===== src/rtl/call_return_ctrl.sv =====
// Call/return sequencer sitting in front of the return stack: converts decoder CALL/RET
// requests into push/pop commands plus a PC redirect, tracks stack depth, latches faults.
module call_return_ctrl #(
  parameter int unsigned STACK_SIZE = 64,
  parameter int unsigned DEPTH_W    = 7
) (
  input  logic               CLK,
  input  logic               reset,
  input  logic               call,
  input  logic               ret,
  input  logic [15:0]        pc,
  input  logic [15:0]        target,
  input  logic [15:0]        a,
  output logic [1:0]         stackOP,
  output logic [15:0]        w,
  output logic [15:0]        pc_next,
  output logic               pc_load,
  output logic               busy,
  output logic [DEPTH_W-1:0] depth,
  output logic               fault,
  output logic [1:0]         fault_code
);

  typedef enum logic [1:0] {
    IDLE  = 2'd0,
    EXEC  = 2'd1,
    FAULT = 2'd2
  } state_t;

  localparam logic [1:0] OP_HOLD = 2'd0;
  localparam logic [1:0] OP_PUSH = 2'd1;
  localparam logic [1:0] OP_POP  = 2'd3;

  localparam logic [1:0] FC_NONE  = 2'd0;
  localparam logic [1:0] FC_OVER  = 2'd1;
  localparam logic [1:0] FC_UNDER = 2'd2;
  localparam logic [1:0] FC_BOTH  = 2'd3;

  localparam logic [DEPTH_W-1:0] MAX_DEPTH = DEPTH_W'(STACK_SIZE);

  state_t             state_q, state_d;
  logic [1:0]         stack_op_q, stack_op_d;
  logic [15:0]        w_q, w_d;
  logic [15:0]        pc_next_q, pc_next_d;
  logic               pc_load_q, pc_load_d;
  logic               busy_q, busy_d;
  logic [DEPTH_W-1:0] depth_q, depth_d;
  logic               fault_q, fault_d;
  logic [1:0]         fault_code_q, fault_code_d;

  always_comb begin
    state_d      = state_q;
    stack_op_d   = OP_HOLD;
    w_d          = w_q;
    pc_next_d    = pc_next_q;
    pc_load_d    = 1'b0;
    busy_d       = busy_q;
    depth_d      = depth_q;
    fault_d      = fault_q;
    fault_code_d = fault_code_q;

    unique case (state_q)
      IDLE: begin
        busy_d = 1'b0;
        // Conflict is checked before capacity so call&ret always reports code 3.
        if (call && ret) begin
          state_d      = FAULT;
          fault_d      = 1'b1;
          fault_code_d = FC_BOTH;
          busy_d       = 1'b1;
        end else if (call) begin
          if (depth_q >= MAX_DEPTH) begin
            state_d      = FAULT;
            fault_d      = 1'b1;
            fault_code_d = FC_OVER;
            busy_d       = 1'b1;
          end else begin
            state_d    = EXEC;
            stack_op_d = OP_PUSH;
            w_d        = pc + 16'd1;
            pc_next_d  = target;
            pc_load_d  = 1'b1;
            busy_d     = 1'b1;
            depth_d    = depth_q + 1'b1;
          end
        end else if (ret) begin
          if (depth_q == '0) begin
            state_d      = FAULT;
            fault_d      = 1'b1;
            fault_code_d = FC_UNDER;
            busy_d       = 1'b1;
          end else begin
            state_d    = EXEC;
            stack_op_d = OP_POP;
            pc_next_d  = a;
            pc_load_d  = 1'b1;
            busy_d     = 1'b1;
            depth_d    = depth_q - 1'b1;
          end
        end
      end
      EXEC: begin
        state_d = IDLE;
        busy_d  = 1'b0;
      end
      FAULT: begin
        busy_d = 1'b1;
      end
      default: begin
        state_d = IDLE;
        busy_d  = 1'b0;
      end
    endcase
  end

  always_ff @(posedge CLK) begin
    if (reset) begin
      state_q      <= IDLE;
      stack_op_q   <= OP_HOLD;
      w_q          <= '0;
      pc_next_q    <= '0;
      pc_load_q    <= 1'b0;
      busy_q       <= 1'b0;
      depth_q      <= '0;
      fault_q      <= 1'b0;
      fault_code_q <= FC_NONE;
    end else begin
      state_q      <= state_d;
      stack_op_q   <= stack_op_d;
      w_q          <= w_d;
      pc_next_q    <= pc_next_d;
      pc_load_q    <= pc_load_d;
      busy_q       <= busy_d;
      depth_q      <= depth_d;
      fault_q      <= fault_d;
      fault_code_q <= fault_code_d;
    end
  end

  assign stackOP    = stack_op_q;
  assign w          = w_q;
  assign pc_next    = pc_next_q;
  assign pc_load    = pc_load_q;
  assign busy       = busy_q;
  assign depth      = depth_q;
  assign fault      = fault_q;
  assign fault_code = fault_code_q;

endmodule

===== config.mk =====
export PLATFORM = sky130hd
export DESIGN_NAME = call_return_ctrl
export DESIGN_NICKNAME = d
export VERILOG_FILES = /design/src/rtl/call_return_ctrl.sv
export SDC_FILE = /design/constraint.sdc
export NUM_CORES = 1
export LEC_CHECK = 0
export CAP_MARGIN = 20
export CORE_UTILIZATION = 46
export CTS_CLUSTER_DIAMETER = 80
export DETAILED_ROUTE_END_ITERATION = 7
export GPL_TIMING_DRIVEN = 0
export HOLD_SLACK_MARGIN = 0.03
export MAX_ROUTING_LAYER = met4
export PLACE_DENSITY = 0.86
export SLEW_MARGIN = 20
export SYNTH_ARGS = -nofsm -noshare
export SYNTH_HDL_FRONTEND = slang
export SYNTH_SLANG_ARGS = --single-unit

===== constraint.sdc =====
create_clock -name CLK -period 4.2 [get_ports CLK]
set_input_delay 0.84 -clock CLK [delete_from_list [all_inputs] [get_ports CLK]]
set_output_delay 0.84 -clock CLK [all_outputs]
set_load 0.005 [all_outputs]

==> results of run 1 <==
-- state kept, by name, indices dropped and copies added (netlist names) --
| signal | count |
|---|---|
| pc_next | 16 |
| w | 16 |
| stackOP | 1 |
| state_q | 2 |
| pc_load | 1 |
| fault | 1 |
| busy | 1 |
| fault_code | 2 |
| depth | 7 |
-- worst max path at each step --
stage                               end  slack (ps)
2_1_floorplan     depth[6]$_SDFFE_PP0P_        1430
3_3_place_gp      depth[6]$_SDFFE_PP0P_         620
3_5_place_dp      depth[6]$_SDFFE_PP0P_         570
4_1_cts         pc_next[4]$_SDFFE_PP0P_         860
5_1_grt        pc_next[11]$_SDFFE_PP0P_         520
6_report        pc_next[4]$_SDFFE_PP0P_         860
-- cell usage in the layout (no fill, tap or decap), types with 4 or more instances in the layout --
cell,netlist,routed
a211oi_1,35,35
a21oi_1,8,8
clkbuf_1,10,12
clkbuf_8,0,5
clkdlybuf4s50_1,0,97
dfxtp_1,47,47
ha_1,11,11
inv_1,7,7
mux2i_1,21,21
nand2_1,9,9
nand3_1,4,4
nand4_1,4,4
nor2_1,43,43
xnor2_1,9,9
xor2_1,9,9
-- critical path: stages --
cell	delay [ps]
clkdlybuf4s50_1	540
clkbuf_1	260
inv_1	260
ha_1	350
nor3b_1	210
o211a_1	200
clkbuf_1	210
clkbuf_1	380
nor2_1	80
a211oi_1	220
-- per-layer routing --
layer / track usage (%) / vias up
li1: - / 1131
met1: 27.56 / 1013
met2: 37.14 / 66
met3: 5.663 / 6
met4: 5.447 / 0
met5: - / -
-- cells by family after synthesis --
| group | after synthesis | share of synthesized area (%) |
|---|---|---|
| compound gates | 55 | 16.73 |
| fa+ha+maj | 12 | 6.756 |
| simple gates | 78 | 15.76 |
| xor+xnor | 18 | 6.756 |
| flops | 47 | 40.32 |
| buf+inv | 24 | 4.183 |
| mux | 22 | 9.491 |
-- power breakdown --
group,total [W],internal [W],switching (W)
sequential,0.000693,0.000591,0.000102
combinational,0.000901,0.000504,0.000397
clock,0.000258,0.000117,0.000141
-- per-stage QoR --
stage          power, W  util, %  setup slack [ps]  instance area [µm²]
4_1_cts        0.001860    72.03             857.2                 3470
6_report       0.001852    72.03             857.1                 3470
3_3_place_gp   0.001573    70.34             618.7                 3388
5_1_grt        0.001992    72.03             520.9                 3470
3_5_place_dp   0.001595    70.34             570.9                 3388
2_1_floorplan  0.001160        -              1427                 2333
-- cell usage after synthesis --
library cell / n
dfxtp_1: 47
nor2_1: 43
a211oi_1: 35
mux2i_1: 21
ha_1: 11
clkbuf_1: 10
nand2_1: 9
xnor2_1: 9
xor2_1: 9
a21oi_1: 8
inv_1: 7
nand3_1: 4
nand4_1: 4
buf_1: 3
buf_2: 3
nor3_1: 3
nor3b_1: 3
o21ai_0: 3
or4_1: 3
a21o_1: 2
and4_1: 2
nor4_1: 2
o21bai_1: 2
a2111oi_0: 1
and3_1: 1
buf_4: 1
fa_1: 1
mux2_1: 1
nand4b_1: 1
o211a_1: 1
o21a_1: 1
o311ai_1: 1
o31ai_1: 1
or2_0: 1
or3_1: 1
or4b_1: 1
-- cell type report --
class,instances,area (µm²),share of cell area [%]
Inverter,7,26.28,0.7573
Sequential cell,47,940.9,27.12
Buffer,17,71.32,2.056
Multi-Input combinational cell,185,1295,37.32
Tap cell,67,83.83,2.416
Clock inverter,1,5.005,0.1442
Timing Repair Buffer,97,970.9,27.98
Clock buffer,7,76.32,2.200
==> metrics, run 1 <==
outcome completed; final setup TNS 0 ps; Die Wd 73.23 µm; H-tree depth 2; initial antenna violation count 0; highest metal used met4; Synth cell types 36; initial DRC count 116; CTS buffer count 5; Final Non-Filler Cells 428; CP Max Fanout 10; CP Class input port to flop; total core area 4817 µm²; CTS Sinks 47; vias per cell 5.178; FILL cells 392; sequential element share of the synthesized area 40.32%; share of cells above drive strength 1 2.770%; Layout area overhead 48.69%; period utilisation layout 79.59%; Final Wtd Congestion 0.8281; Via Count 2216; Initial Util 48.44%; Worst Hold End fault$_SDFFE_PP0P_; WL met2 2702 µm; vias in the first global route 2045; NumNets Final 424; DR DRC count 0; Clock Pin Slew Worst Setup and Hold Paths 80 ps; CTS resizes 0; die extent in y 73.23 µm; Hold Crit Start fault$_SDFFE_PP0P_; Met3 Wirelength 304 µm; hold-critical path depth 2; count of input and output buffers 97; WL per Instance 12.86 µm; Setup Viol. Count Final 0; measured slew at the worst slew-check pin 640.2 ps; cts hold-fix bufs 0; worst endpoint required time 4410 ps; synthesized cell area 2333 µm²; Synth top area share 40.32%; final WL 5505 µm; clock skew 2.392 ps; worst min path class flop to flop; syn_area_per_cell 9.115 µm²; Worst setup EP type flop; R2R Path End depth[6]$_SDFFE_PP0P_; HPWL Detailed 4228 µm; Tot GR Track Use 22.53%; fmax 299.1 MHz; largest net degree at the start of global routing 14; RSZ-0062 raised after global routing no; Rel. slew slack 57.32%; post-synth top area cell dfxtp_1; Final Max Tran Viols 0; Post-CTS Setup Bufs 0; DRT met1 WL 2435 µm; clk_lat worst skew 290 ps; Core Rows 25; antenna viol nets, final 0; Die Area 5362 µm²; synthesis-stage register bit count 47; CP arrival 3550 ps; Syn Nets 320; peak supply drop 0.2883 mV; Placed Cells 420; CTS tree yes; Hold WS 445.6 ps; clock tree buffer depth 2; Hold Vio Cnt, Final 0; Pre-antenna DRT Iters 4; critical path startpoint category input port; grt ovf 0; IO Pins 98; Final Critical Period 3343 ps; Worst Reg2Reg Path Length in Cells 6; PwrDens 533.7 nW/µm²; Post-Syn Instances 256; Synth Warn # 0; Worst setup startpoint call; first-pass GRT wire length 9059 µm; n_diodes 0; max-cap violations 0; synth top area cells dfxtp_1 40%, a211oi_1 11%, mux2i_1 9.0%; reg-to-reg slack, setup 2150 ps; clock root cell clkbuf_8; Reg2Reg Launch Point depth[0]$_SDFFE_PP0P_; P_leak 1.323 nW
Power figures use the tool's default switching activity.
==> run 2, diff against run 1 <==
--- a/config.mk
+++ b/config.mk
@@ -6,13 +6,13 @@
 export NUM_CORES = 1
 export LEC_CHECK = 0
 export CAP_MARGIN = 20
-export CORE_UTILIZATION = 46
+export CORE_UTILIZATION = 43
 export CTS_CLUSTER_DIAMETER = 80
 export DETAILED_ROUTE_END_ITERATION = 7
 export GPL_TIMING_DRIVEN = 0
 export HOLD_SLACK_MARGIN = 0.03
 export MAX_ROUTING_LAYER = met4
-export PLACE_DENSITY = 0.86
+export PLACE_DENSITY = 0.81
 export SLEW_MARGIN = 20
 export SYNTH_ARGS = -nofsm -noshare
 export SYNTH_HDL_FRONTEND = slang
==> constraint.sdc (replaced) <==
create_clock -name CLK -period 3.2 [get_ports CLK]
set_input_delay 0.64 -clock CLK [delete_from_list [all_inputs] [get_ports CLK]]
set_output_delay 0.64 -clock CLK [all_outputs]
set_load 0.005 [all_outputs]
==> metrics, run 2 (synthesized netlist as in run 1, its figures left out) <==
Final Wtd Congestion 0.8131 (-1.8%); final WL 6036 µm (+9.6%); n_diodes 0 (unchanged); Final Critical Period 2949 ps; Core Rows 26 (+4.0%); CP arrival 3140 ps (-410 ps); peak supply drop 0.3333 mV (+16%); fmax 339.1 MHz; post-route cell area 3490 µm² (+0.58%); clock root cell clkbuf_8; PwrDens 715.2 nW/µm² (+34%); Rel. slew slack 55.14% (-2.2 points); Clock Pin Slew Worst Setup and Hold Paths 80 ps (about the same); worst endpoint required time 3400 ps (-1010 ps); cts hold-fix bufs 0 (unchanged); die extent in y 75.67 µm (+3.3%); P_leak 1.333 nW (+0.77%); period utilisation layout 92.16%; Hold Vio Cnt, Final 0 (unchanged); CTS buffer count 5 (unchanged); Tot GR Track Use 23.62% (+1.1 points); Initial Util 45.11% (-3.3 points); total power 0.002496 W (+35%); Post-DP Area 3392 µm² (+0.11%); total core area 5172 µm² (+7.4%); vias per cell 5.235 (+1.1%); Final Non-Filler Cells 430 (+0.47%); final setup TNS 0 ps (unchanged); Via Count 2251 (+1.6%); Die Area 5725 µm² (+6.8%); Gate power share 47.6% (-1.1 points); clock share of power 15.9% (+2.0 points); first-pass GRT wire length 9832 µm (+8.5%); critical path startpoint category input port; fin util 67.46% (-4.6 points); switching share of total power 34.45% (-0.090 points); largest net degree at the start of global routing 14 (unchanged); worst min path class flop to flop; max-cap violations 0 (unchanged); register area 940.9 µm² (unchanged); Pre-antenna DRT Iters 4 (unchanged); initial DRC count 121 (+4.3%); clock tree buffer depth 2 (unchanged); NumNets Final 423 (-0.24%); HPWL Detailed 4578 µm (+8.3%); Post-CTS Setup Bufs 0 (unchanged); antenna viol nets, final 0 (unchanged); Setup Viol. Count Final 0 (unchanged); DR DRC count 0 (unchanged); clock skew 9.406 ps (+7.014 ps); WL per Instance 14.04 µm (+9.1%); most frequent cells in the layout 97 x clkdlybuf4s50_1, 47 x dfxtp_1, 43 x nor2_1; clk_lat worst skew 310 ps (+20 ps); switching pwr 0.0008599 W (+34%); Die Wd 75.67 µm (+3.3%); CP Max Fanout 10 (unchanged); CTS tree yes; IO Pins 98 (unchanged); FILL cells 428 (+9.2%); internal power 0.001636 W (+35%); CP Class input port to flop; Reg power frac 36.5% (-0.9 points); initial antenna violation count 0 (unchanged); Final Max Tran Viols 0 (unchanged); multi-input logic area 1295 µm² (unchanged); measured slew at the worst slew-check pin 673.0 ps (+32.76 ps); most common cell after layout, fill and taps aside clkdlybuf4s50_1; outcome completed; grt ovf 0 (unchanged); CTS Sinks 47 (unchanged); vias in the first global route 2183 (+6.7%); count of input and output buffers 97 (unchanged); H-tree depth 2 (unchanged); RSZ-0062 raised after global routing no; share of cells above drive strength 1 3.611% (+0.84 points); Placed Cells 423 (+0.71%); Worst setup EP type flop; Layout area overhead 49.54%
[run 2: cell count changes in the layout (fill, tap and decap cells not counted), sizes merged]
cell	previous run	this run
clkinv	1	0
[run 2: critical path: stages]
cell and delay, ps:
clkdlybuf4s50_1 670, inv_2 190, fa_1 510, a211oi_1 250, o21bai_1 110, a21oi_1 210
mux2i_1 230, mux2_1 330
[run 2: power groups by stage]
stage                     logic (W)  registers, W  clock network (W)
after floorplan            0.000604      0.000919                  0
after detailed placement    0.00118      0.000921                  0
after global placement      0.00115      0.000914                  0
after global routing        0.00132      0.000936           0.000417
final                       0.00119      0.000912           0.000396
after CTS                   0.00119      0.000911           0.000397
[run 2: final cells by class]
class                   count  area share, %
multi-input cells         185          37.11
plain buffers              16          1.972
inverters                   7         0.7530
clock buffers               8          2.868
well taps                  70          2.510
flip-flops and latches     47          26.96
repair buffers             97          27.82
[run 2: through the flow]
stage          hold slack, ps  setup slack, ps
2_1_floorplan           442.1            627.0
3_3_place_gp            433.8           -183.3
3_5_place_dp            444.0           -205.2
4_1_cts                 456.1            106.4
5_1_grt                 481.8            53.26
6_report                450.1            250.7
[run 2: final timing paths]
path,start,to,slack (ps),cells past startpoint
worst min register to register,fault$_SDFFE_PP0P_,fault$_SDFFE_PP0P_,450,2
worst max-delay path,call,depth[6]$_SDFFE_PP0P_,250,8
worst min-delay path,fault$_SDFFE_PP0P_,fault$_SDFFE_PP0P_,450,2
worst max register to register,depth[0]$_SDFFE_PP0P_,depth[6]$_SDFFE_PP0P_,1080,6
[run 2: timing repair]
item / CTS / global route
hold endpoints to repair: 0 / 0
setup endpoints to repair: 0 / 14
resized for setup: 0 / 3
[run 2: metal layers]
layer | GRT usage [%] | up-vias | routed length, µm
met5 | - | - | 0
met4 | 9.465 | 0 | 124
met3 | 4.365 | 9 | 294
met2 | 40.87 | 71 | 3084
met1 | 26.95 | 1048 | 2533
li1 | - | 1123 | -
==> run 3, diff against run 2 <==
--- a/config.mk
+++ b/config.mk
@@ -12,7 +12,7 @@
 export GPL_TIMING_DRIVEN = 0
 export HOLD_SLACK_MARGIN = 0.03
 export MAX_ROUTING_LAYER = met4
-export PLACE_DENSITY = 0.81
+export PLACE_DENSITY_LB_ADDON = 0.15
 export SLEW_MARGIN = 20
 export SYNTH_ARGS = -nofsm -noshare
 export SYNTH_HDL_FRONTEND = slang
==> metrics, run 3 (synthesized netlist as in run 1, its figures left out) <==
Final Critical Period 3029 ps (+80.21 ps); total core area 5172 µm² (unchanged); Hold WS 451.5 ps (+1.356 ps); cts hold-fix bufs 0 (unchanged); max-cap violations 0 (unchanged); reg-to-reg slack, setup 1120 ps (+40 ps); register area 940.9 µm² (unchanged); most common cell after layout, fill and taps aside clkdlybuf4s50_1; Worst setup EP type flop; antenna viol nets, final 0 (unchanged); worst min path class flop to flop; CTS Sinks 47 (unchanged); Rel. slew slack 54.51% (-0.63 points); initial DRC count 115 (-5.0%); Setup Viol. Count Final 0 (unchanged); Clock Pin Slew Worst Setup and Hold Paths 90 ps (about the same); CP arrival 3230 ps (+90 ps); PwrDens 722.0 nW/µm² (+0.95%); NumNets Final 427 (+0.95%); cell family with most CP delay buffers and inverters; Via Count 2257 (+0.27%); grt ovf 0 (unchanged); fmax 330.1 MHz (-2.6%); Die Area 5725 µm² (unchanged); worst endpoint required time 3400 ps (about the same); count of input and output buffers 97 (unchanged); largest net degree at the start of global routing 15 (+1); CP max stage delay 540 ps (-130 ps); share of cells above drive strength 1 4.945% (+1.3 points); R2R Path End depth[6]$_SDFFE_PP0P_; Layout area overhead 51.64%; Worst Hold End fault$_SDFFE_PP0P_; peak supply drop 0.4473 mV (+34%); Die Wd 75.67 µm (unchanged); multi-input logic area 1295 µm² (unchanged); die extent in y 75.67 µm (unchanged); Final Non-Filler Cells 434 (+0.93%); Hold Crit Start fault$_SDFFE_PP0P_; Worst Reg2Reg Path Length in Cells 6 (unchanged); Tot GR Track Use 21.95% (-1.7 points); final WL 5729 µm (-5.1%); CP Class input port to flop; IO Pins 98 (unchanged); clock skew 7.467 ps (-1.939 ps); Core Rows 26 (unchanged); period utilisation layout 94.67% (+2.5 points); initial antenna violation count 0 (unchanged); measured slew at the worst slew-check pin 682.4 ps (+9.398 ps); Hold Vio Cnt, Final 0 (unchanged); most frequent cells in the layout 97 x clkdlybuf4s50_1, 47 x dfxtp_1, 43 x nor2_1; DR DRC count 0 (unchanged); H-tree depth 2 (unchanged); n_diodes 0 (unchanged); WL per Instance 13.20 µm (-6.0%); P_leak 1.357 nW (+1.8%); first-pass GRT wire length 9301 µm (-5.4%); Placed Cells 423 (unchanged); clock tree buffer depth 2 (unchanged); vias in the first global route 2071 (-5.1%); Buf/Inv on CP 3 (+1); HPWL Detailed 4266 µm (-6.8%); Final Wtd Congestion 0.8519 (+4.8%); CP max stage cell clkdlybuf4s50_1; CTS tree yes; critical path startpoint category input port; Pre-antenna DRT Iters 4 (unchanged); outcome completed; hold-critical path depth 2 (unchanged); clock root cell clkbuf_8; final setup TNS 0 ps (unchanged); clk_lat worst skew 300 ps (about the same); CP Max Fanout 7 (-3); Reg2Reg Launch Point depth[0]$_SDFFE_PP0P_; vias per cell 5.200 (-0.66%); CTS buffer count 5 (unchanged); Final Max Tran Viols 0 (unchanged); CP cell instances clkdlybuf4s50_1, clkbuf_2, clkinvlp_4, fa_1, a211oi_1, o21bai_1, a21oi_1, mux2i_1, mux2_1; FILL cells 432 (+0.93%); Initial Util 45.11% (unchanged)
## run 3: how the worst max path moves through the flow
stage / startpoint / cells past startpoint / slack, ps / to
4_1_cts: call / 10 / 70 / pc_next[9]$_SDFFE_PP0P_
3_5_place_dp: call / 9 / -240 / depth[6]$_SDFFE_PP0P_
2_1_floorplan: call / 8 / 630 / depth[6]$_SDFFE_PP0P_
3_3_place_gp: call / 9 / -210 / depth[6]$_SDFFE_PP0P_
6_report: call / 9 / 170 / depth[6]$_SDFFE_PP0P_
5_1_grt: call / 9 / -5 / depth[6]$_SDFFE_PP0P_
## run 3: metal layers
metal / global-route usage (%) / share of wire (%) / up-vias
met4: 8.230 / 1.7 / 0
met5: - / 0 / -
met1: 29.04 / 45 / 1031
met2: 33.33 / 49 / 78
met3: 4.101 / 5.1 / 10
li1: - / - / 1138
## run 3: tightest hold or removal path, stage by stage, from the launching register on
cell and delay [ps]:
dfxtp_1 320, inv_1 40, a21oi_1 50
## run 3: metrics by stage
stage	power, W	setup slack (ps)	utilization [%]	cell area (µm²)
after floorplan	0.001523	627.0	-	2333
after global placement	0.002073	-209.3	65.58	3392
after detailed placement	0.002098	-237.2	65.58	3392
after CTS	0.002558	69.50	67.85	3510
after global routing	0.002745	-4.873	68.41	3538
final	0.002555	170.5	68.41	3538
## run 3: power breakdown
group          internal (W)  leakage, nW  switching [W]  total, W
sequential         0.000776        0.387       0.000135  0.000911
combinational      0.000665        0.909       0.000522   0.00119
clock              0.000253       0.0612       0.000204  0.000457
## run 3: final cells by class
cell class,count,share of cell area [%]
plain buffers,17,2.086
inverters,7,0.8487
well taps,70,2.475
multi-input cells,185,36.60
flip-flops and latches,47,26.59
clock inverters,2,0.9901
clock buffers,6,2.334
repair buffers,100,28.08
## run 3: timing repair
action / in CTS / in global routing
setup endpoints to repair: 0 / 16
resized for setup: 0 / 5
buffers inserted: 0 / 3
